## src/rtl/counter_pkg.sv

```systemverilog
// counter_pkg
//   Shared types and reference arithmetic for the up/down counter family.
//   cnt_mode_e   : boundary behaviour (wrap modulo MAX_VAL+1, or saturate).
//   cnt_result_t : {evt, value} returned by next_count.
//   next_count   : width-generic next-value computation. It works on
//                  CNT_CALC_W-bit operands, so it covers any counter of up
//                  to 64 bits. Callers zero-extend their operands.
package counter_pkg;

   typedef enum logic {CNT_WRAP = 1'b0, CNT_SAT = 1'b1} cnt_mode_e;

   localparam int unsigned CNT_CALC_W = 65;

   typedef struct packed {
      logic                  evt;
      logic [CNT_CALC_W-1:0] value;
   } cnt_result_t;

   function automatic cnt_result_t next_count(
      input logic [CNT_CALC_W-1:0] cur,
      input logic [CNT_CALC_W-1:0] step,
      input logic                  asc,
      input logic [CNT_CALC_W-1:0] max,
      input cnt_mode_e             mode
   );
      cnt_result_t           r;
      logic [CNT_CALC_W-1:0] sum;
      logic [CNT_CALC_W-1:0] modulus;
      modulus = max + 1'b1;
      sum     = cur + step;
      r.evt   = 1'b0;
      r.value = cur;
      if (asc) begin
         if (sum > max) begin
            r.evt   = 1'b1;
            r.value = (mode == CNT_SAT) ? max : sum - modulus;
         end else begin
            r.value = sum;
         end
      end else begin
         if (step > cur) begin
            r.evt   = 1'b1;
            r.value = (mode == CNT_SAT) ? '0 : cur + modulus - step;
         end else begin
            r.value = cur - step;
         end
      end
      return r;
   endfunction

endpackage

```

## src/rtl/counter_next_calc.sv

```systemverilog
// counter_next_calc
//   Purely combinational next-value and boundary-event logic.
//   cur     : current count (0..max_val)
//   step    : amount to add or subtract
//   asc     : 1 = up, 0 = down
//   max_val : highest legal count
//   mode    : CNT_WRAP or CNT_SAT
//   nxt     : count after applying step
//   evt     : boundary crossed (or hit again while saturated)
//   Arithmetic is one bit wider than the count, so cur+step and
//   max_val+1 never overflow.
module counter_next_calc
   import counter_pkg::*;
#(
   parameter int unsigned WIDTH  = 32,
   parameter int unsigned STEP_W = 4
) (
   input  logic [WIDTH-1:0]  cur,
   input  logic [STEP_W-1:0] step,
   input  logic              asc,
   input  logic [WIDTH-1:0]  max_val,
   input  cnt_mode_e         mode,
   output logic [WIDTH-1:0]  nxt,
   output logic              evt
);

   logic [WIDTH:0] cur_x;
   logic [WIDTH:0] step_x;
   logic [WIDTH:0] max_x;
   logic [WIDTH:0] modulus;
   logic [WIDTH:0] sum;

   assign cur_x   = {1'b0, cur};
   assign step_x  = {{(WIDTH + 1 - STEP_W){1'b0}}, step};
   assign max_x   = {1'b0, max_val};
   assign modulus = max_x + 1'b1;
   assign sum     = cur_x + step_x;

   always_comb begin
      nxt = cur;
      evt = 1'b0;
      if (asc) begin
         if (sum > max_x) begin
            evt = 1'b1;
            nxt = (mode == CNT_SAT) ? max_val : WIDTH'(sum - modulus);
         end else begin
            nxt = WIDTH'(sum);
         end
      end else begin
         if (step_x > cur_x) begin
            evt = 1'b1;
            nxt = (mode == CNT_SAT) ? '0 : WIDTH'(cur_x + modulus - step_x);
         end else begin
            nxt = WIDTH'(cur_x - step_x);
         end
      end
   end

endmodule

```

## src/rtl/updown_counter_param.sv

```systemverilog
// updown_counter_param
//   Parametrised up/down counter with enable, variable step, programmable
//   modulus, wrap/saturate selection and boundary flags.
//   clk       : clock, all state updates on the rising edge
//   rst_s     : synchronous active-low reset
//   en        : count enable
//   load      : preload from din (clamped to MAX_VAL)
//   din       : preload value
//   asc       : 1 = count up, 0 = count down
//   step      : amount per enabled cycle
//   clr_flags : clears sticky ovf
//   dout      : registered count
//   tc        : registered pulse, high while dout shows a post-event value
//   ovf       : registered sticky boundary-event flag
//   at_max    : dout == MAX_VAL
//   at_min    : dout == 0
//   Edge priority: reset > load > en.
module updown_counter_param
   import counter_pkg::*;
#(
   parameter int unsigned WIDTH    = 32,
   parameter int unsigned STEP_W   = 4,
   parameter logic [63:0] MAX_VAL  = 64'((65'd1 << WIDTH) - 65'd1),
   parameter int unsigned SATURATE = 0
) (
   input  logic              clk,
   input  logic              rst_s,
   input  logic              en,
   input  logic              load,
   input  logic [WIDTH-1:0]  din,
   input  logic              asc,
   input  logic [STEP_W-1:0] step,
   input  logic              clr_flags,
   output logic [WIDTH-1:0]  dout,
   output logic              tc,
   output logic              ovf,
   output logic              at_max,
   output logic              at_min
);

   localparam logic [64:0]      RANGE_TOP = (65'd1 << WIDTH) - 65'd1;
   localparam logic [64:0]      STEP_TOP  = (65'd1 << STEP_W) - 65'd1;
   localparam logic [WIDTH-1:0] MAX_W     = MAX_VAL[WIDTH-1:0];
   localparam cnt_mode_e        MODE      = (SATURATE != 0) ? CNT_SAT : CNT_WRAP;

   // Parameter sanity: the range must fit the counter, and one modulus
   // correction must always be enough to bring a wrapped value back in range.
   if (WIDTH < 1 || WIDTH > 64) begin : g_chk_width
      $error("updown_counter_param: WIDTH must be 1..64");
   end
   if ({1'b0, MAX_VAL} > RANGE_TOP) begin : g_chk_max
      $error("updown_counter_param: MAX_VAL exceeds 2**WIDTH-1");
   end
   if (STEP_TOP > {1'b0, MAX_VAL} + 65'd1) begin : g_chk_step
      $error("updown_counter_param: 2**STEP_W-1 exceeds MAX_VAL+1");
   end

   logic [WIDTH-1:0] calc_nxt;
   logic             calc_evt;
   logic [WIDTH-1:0] din_clamped;

   counter_next_calc #(
      .WIDTH  (WIDTH),
      .STEP_W (STEP_W)
   ) u_calc (
      .cur     (dout),
      .step    (step),
      .asc     (asc),
      .max_val (MAX_W),
      .mode    (MODE),
      .nxt     (calc_nxt),
      .evt     (calc_evt)
   );

   assign din_clamped = (din > MAX_W) ? MAX_W : din;

   always_ff @(posedge clk) begin
      if (!rst_s) begin
         dout <= '0;
         tc   <= 1'b0;
         ovf  <= 1'b0;
      end else if (load) begin
         dout <= din_clamped;
         tc   <= 1'b0;
         ovf  <= ovf & ~clr_flags;
      end else if (en) begin
         dout <= calc_nxt;
         tc   <= calc_evt;
         // A new event beats a simultaneous clear.
         ovf  <= calc_evt | (ovf & ~clr_flags);
      end else begin
         tc   <= 1'b0;
         ovf  <= ovf & ~clr_flags;
      end
   end

   assign at_max = (dout == MAX_W);
   assign at_min = (dout == '0);

endmodule

```

## config.mk

```make
export PLATFORM = sky130hd
export DESIGN_NAME = updown_counter_param
export DESIGN_NICKNAME = d
export VERILOG_FILES = /design/src/rtl/counter_pkg.sv /design/src/rtl/counter_next_calc.sv /design/src/rtl/updown_counter_param.sv
export SDC_FILE = /design/constraint.sdc
export NUM_CORES = 1
export LEC_CHECK = 0
export CAP_MARGIN = 20
export CELL_PAD_IN_SITES_DETAIL_PLACEMENT = 1
export CELL_PAD_IN_SITES_GLOBAL_PLACEMENT = 1
export CORE_ASPECT_RATIO = 1.1
export CORE_MARGIN = 1
export CORE_UTILIZATION = 49
export CTS_BUF_LIST = sky130_fd_sc_hd__clkbuf_4
export DETAILED_ROUTE_END_ITERATION = 10
export PLACE_DENSITY = 0.88
export SLEW_MARGIN = 30
export SYNTH_ARGS = -nofsm -noshare
export SYNTH_HDL_FRONTEND = slang
export SYNTH_HIERARCHICAL = 1
export SYNTH_SLANG_ARGS = --single-unit
```

## constraint.sdc

```tcl
create_clock -name clk -period 8.8 [get_ports clk]
set_input_delay 1.76 -clock clk [delete_from_list [all_inputs] [get_ports clk]]
set_output_delay 1.76 -clock clk [all_outputs]
set_load 0.01 [all_outputs]
```

==> results.md <==
- Die Height: 149 µm
- Worst Setup Slack post-DPL: between 0.9 and 1 ns
- Seq cells post-synth: 34
- Min-Delay Path Class: reg2reg
- Final GP Congestion: slightly below 1
- CTS Sinks: 34
- Post-Syn Instances: 1377
- Sw Ratio: between 50% and 60%
- Setup violations, final: 0
- Cell Count, Final, Fillers Out: 1766
- Buf+Inv Stages, Crit Path: 3
- Register share of total power: 17.7%
- Final Worst Setup Slack: 1.07 ns
- P_leak: roughly 5.2 nW
- Largest net degree at the start of global routing: 66
- TritonCTS buffer count: 5
- Syn_area_per_cell: roughly 7.0 µm²
- Root buffer cell: clkbuf_4
- Total grt overflow: 0
- Via-to-Cell Ratio: 6.00
- DR iter-0 viols: approximately 520
- RSZ-0062 raised after global routing: false
- Internal power: 0.537 mW
- Core area: approximately 19000 µm²
- Max-Cap Viols: 0
- First-pass GRT wire length: 57000 µm
- Final nets: between 1500 and 2000
- ANT nets after route: 0
- Cts hold-fix bufs: 0
- Critical path startpoint: step[1]
- Fmax: approximately 130 MHz
- Slack of the worst reg-to-reg path: ~2.6 ns
- Ant. Diodes: 0
- YS warnings: 6
- Post-CTS setup buffer count: 0
- Clk_lat worst skew: between 0.3 and 0.4 ns
- Worst-path fanout max: 11
- Worst Setup End Kind: register
- DRT Pass-1 Iters: 5
- RR Startpoint: dout[6]
- Status: completed
- Data arrival, critical path: about 8.1 ns
- Number of enable flip-flop cells after synthesis: 0
- CP max stage delay: 0.78 ns
- Share of cells above drive strength 1: under 10%
- Overall Power: between 1 and 1.5 mW
- Final Skew: 0.0123 ns
- Fin crit period: slightly below 8 ns
- Max Slew Vio Count: 0
- I/O pin count: 78
- Reg2reg path depth: 19
- Cell total after placement: approximately 1800
- I/O Buffers: 77
- Post-DP HPWL: between 30000 and 40000 µm
- Post-synthesis cell type count: 83
- Crit-path slowest cell: o31ai_1
- Final Core Density: between 50% and 60%
- Die Width: between 100 and 150 µm
- Critical path, cell by cell: clkdlybuf4s50_1 -> inv_1 -> ha_1 -> nor2b_1 -> o21a_1 -> o311ai_1 -> buf_4 -> or2_1 -> nor3_1 -> nand3_1 -> xnor2_1 -> ha_1 -> nand4_1 -> or2_2 -> nor3_1 -> nand3_1 -> o21ai_1 -> and2_1 -> a21oi_1 -> o31ai_1 -> mux2i_1 -> o21ai_0 -> and2_1
- Hold path depth: 2
- GRT Total Usage: between 30 and 40%
- Remaining DRCs: 0
- Initial Util: roughly 50%
- Number of gates resized after CTS: 0
- Seq/Total Area, Yosys: ~7.0%
- Crit Reg-Reg Endpoint: dout[31]
- WS Path Type: in2reg
- Post-synth ARST share: 0%
- Power per cell area: approximately 100 nW/µm²
- Largest delay share family, worst path: simple AND/OR/NAND/NOR gates
- Clock Power Share: under 10%
- Final Cycle Share: 87.9%
- VDD IR max: around 67 µV
- Initial antenna violation count: 0
- Worst hold endpoint: ovf
- CTS max path bufs: 2
- Routed WL per cell: about 21 µm
- Most used DFF post-synth: dfxtp_1
- CP Data Required Time: between 9 and 10 ns
- Vias in the first global route: roughly 11000
- H-tree lvl count: 2
- Final Hold Fails: 0
- Clock slew at reported path FFs: around 0.11 ns
- Layout area overhead: 13.2%
- Die area: a little over 20000 µm²
- Routed WL: 37000 µm
- TritonCTS clock tree: yes
- Worst-Margin Slew: ~1.1 ns
- Via count: between 10000 and 15000
- Final TNS setup: 0 ns
- Logic pwr share: approximately 75%
- NetSw: about 0.6 mW
- Hold Path Origin: ovf
- Cell area after synthesis: 9660 µm²
- Row count: 53
- Relative slew slack: between 20% and 30%
- Worst Setup Start Kind: primary input
==> worst min-delay path, delay by kind of cell (launching register included) <==
kind,cells,cell delay (ns)
flops,1,0.33
compound gates,1,0.06
simple gates,1,0.06
==> sequential cells by signal, summed over array words and instances (netlist names) <==
name  flops
dout     32
tc        1
ovf       1
==> cell type report <==
type	instances	area [µm²]
clock buffer	5	37.5
clock inverter	2	10.0
fill	2617	8290
inverter	145	544
multi-input combinational	1252	8570
sequential	34	681
tap	247	309
timing repair buffer	81	786
==> how the worst max path moves through the flow <==
stage | endpoint | slack (ns) | cells past startpoint
finish | dout[31] | 1.07 | 23
global route | dout[31] | 0.64 | 23
CTS | dout[18] | 1.33 | 24
detailed placement | dout[18] | 0.95 | 24
global placement | dout[18] | 1.13 | 24
floorplan | dout[25] | 2.83 | 21
==> synth_stat cells, types with 7 or more instances <==
cell,n,area [µm²]
and2_1,35,219
nand4_1,35,219
o21a_1,16,120
a21oi_1,88,440
and3_1,12,75.1
clkbuf_1,38,143
fa_1,7,140
o31ai_1,8,60.1
dfxtp_1,34,681
nand2_1,130,488
o21bai_1,10,75.1
mux2i_1,60,601
a221oi_1,10,87.6
buf_2,7,35.0
o211ai_1,8,60.1
a31oi_1,14,87.6
o21ai_0,86,430
xor2_1,24,210
nor2b_1,17,106
ha_1,132,1650
xnor2_1,109,955
nor2_1,77,289
a311oi_1,7,61.3
nor4_1,24,150
nand3_1,49,245
a21o_1,20,150
nor3_1,39,195
a211oi_1,14,105
nand2b_1,13,81.3
inv_1,144,541
==> through the flow <==
step | area [µm²] | hold slack, ns
after floorplan | 10100 | 0.483
after global placement | 10900 | 0.449
after detailed placement | 10900 | 0.480
after CTS | 10900 | 0.496
after global routing | 10900 | 0.514
final | 10900 | 0.495
==> kinds of logic (layout without fill, tap and decap cells) <==
group / Yosys count / in the layout / share of synthesized area, %
AND/OR/NAND/NOR: 468 / 468 / 24.8
AO/OA/AOI/OAI: 337 / 337 / 22.5
buffers and inverters: 202 / 233 / 8.56
adder cells (fa/ha/maj): 139 / 139 / 18.5
XOR/XNOR: 133 / 133 / 12.1
multiplexers: 62 / 62 / 6.45
flip-flops: 34 / 34 / 7.04
other: 2 / 113 / 0.0777
==> metal layers <==
metal / wire (µm) / share of wire (%) / global-route usage [%]
met1: 14100 / 38 / 37.7
met2: 18800 / 51 / 68.0
met3: 1270 / 3.4 / 4.21
met4: 2870 / 7.7 / 26.2
met5: 0 / 0 / 0
==> power by group through the flow <==
stage / registers, mW / logic [mW] / clock network (mW)
final: 0.199 / 0.843 / 0.0870
after global routing: 0.201 / 0.919 / 0.0965
after global placement: 0.202 / 0.778 / 0
after detailed placement: 0.202 / 0.807 / 0
after CTS: 0.199 / 0.812 / 0.0872
after floorplan: 0.192 / 0.595 / 0
==> cell usage in the layout, fill, tap and decap left out, types with 10 or more instances in the layout <==
| cell type | count |
|---|---|
| nand2b_1 | 13 |
| conb_1 | 113 |
| nand3_1 | 49 |
| a211oi_1 | 14 |
| and2_1 | 35 |
| a31oi_1 | 14 |
| clkdlybuf4s50_1 | 73 |
| ha_1 | 132 |
| xnor2_1 | 109 |
| nor2_1 | 77 |
| inv_1 | 144 |
| o21bai_1 | 10 |
| a21o_1 | 20 |
| nand2_1 | 130 |
| nor3_1 | 39 |
| a21oi_1 | 88 |
| a221oi_1 | 10 |
| nor4_1 | 24 |
| xor2_1 | 24 |
| nor2b_1 | 17 |
| nand4_1 | 35 |
| o21ai_0 | 86 |
| dfxtp_1 | 34 |
| and3_1 | 12 |
| mux2i_1 | 60 |
| o21a_1 | 16 |
Note: power is estimated with default switching activity, not from simulation.
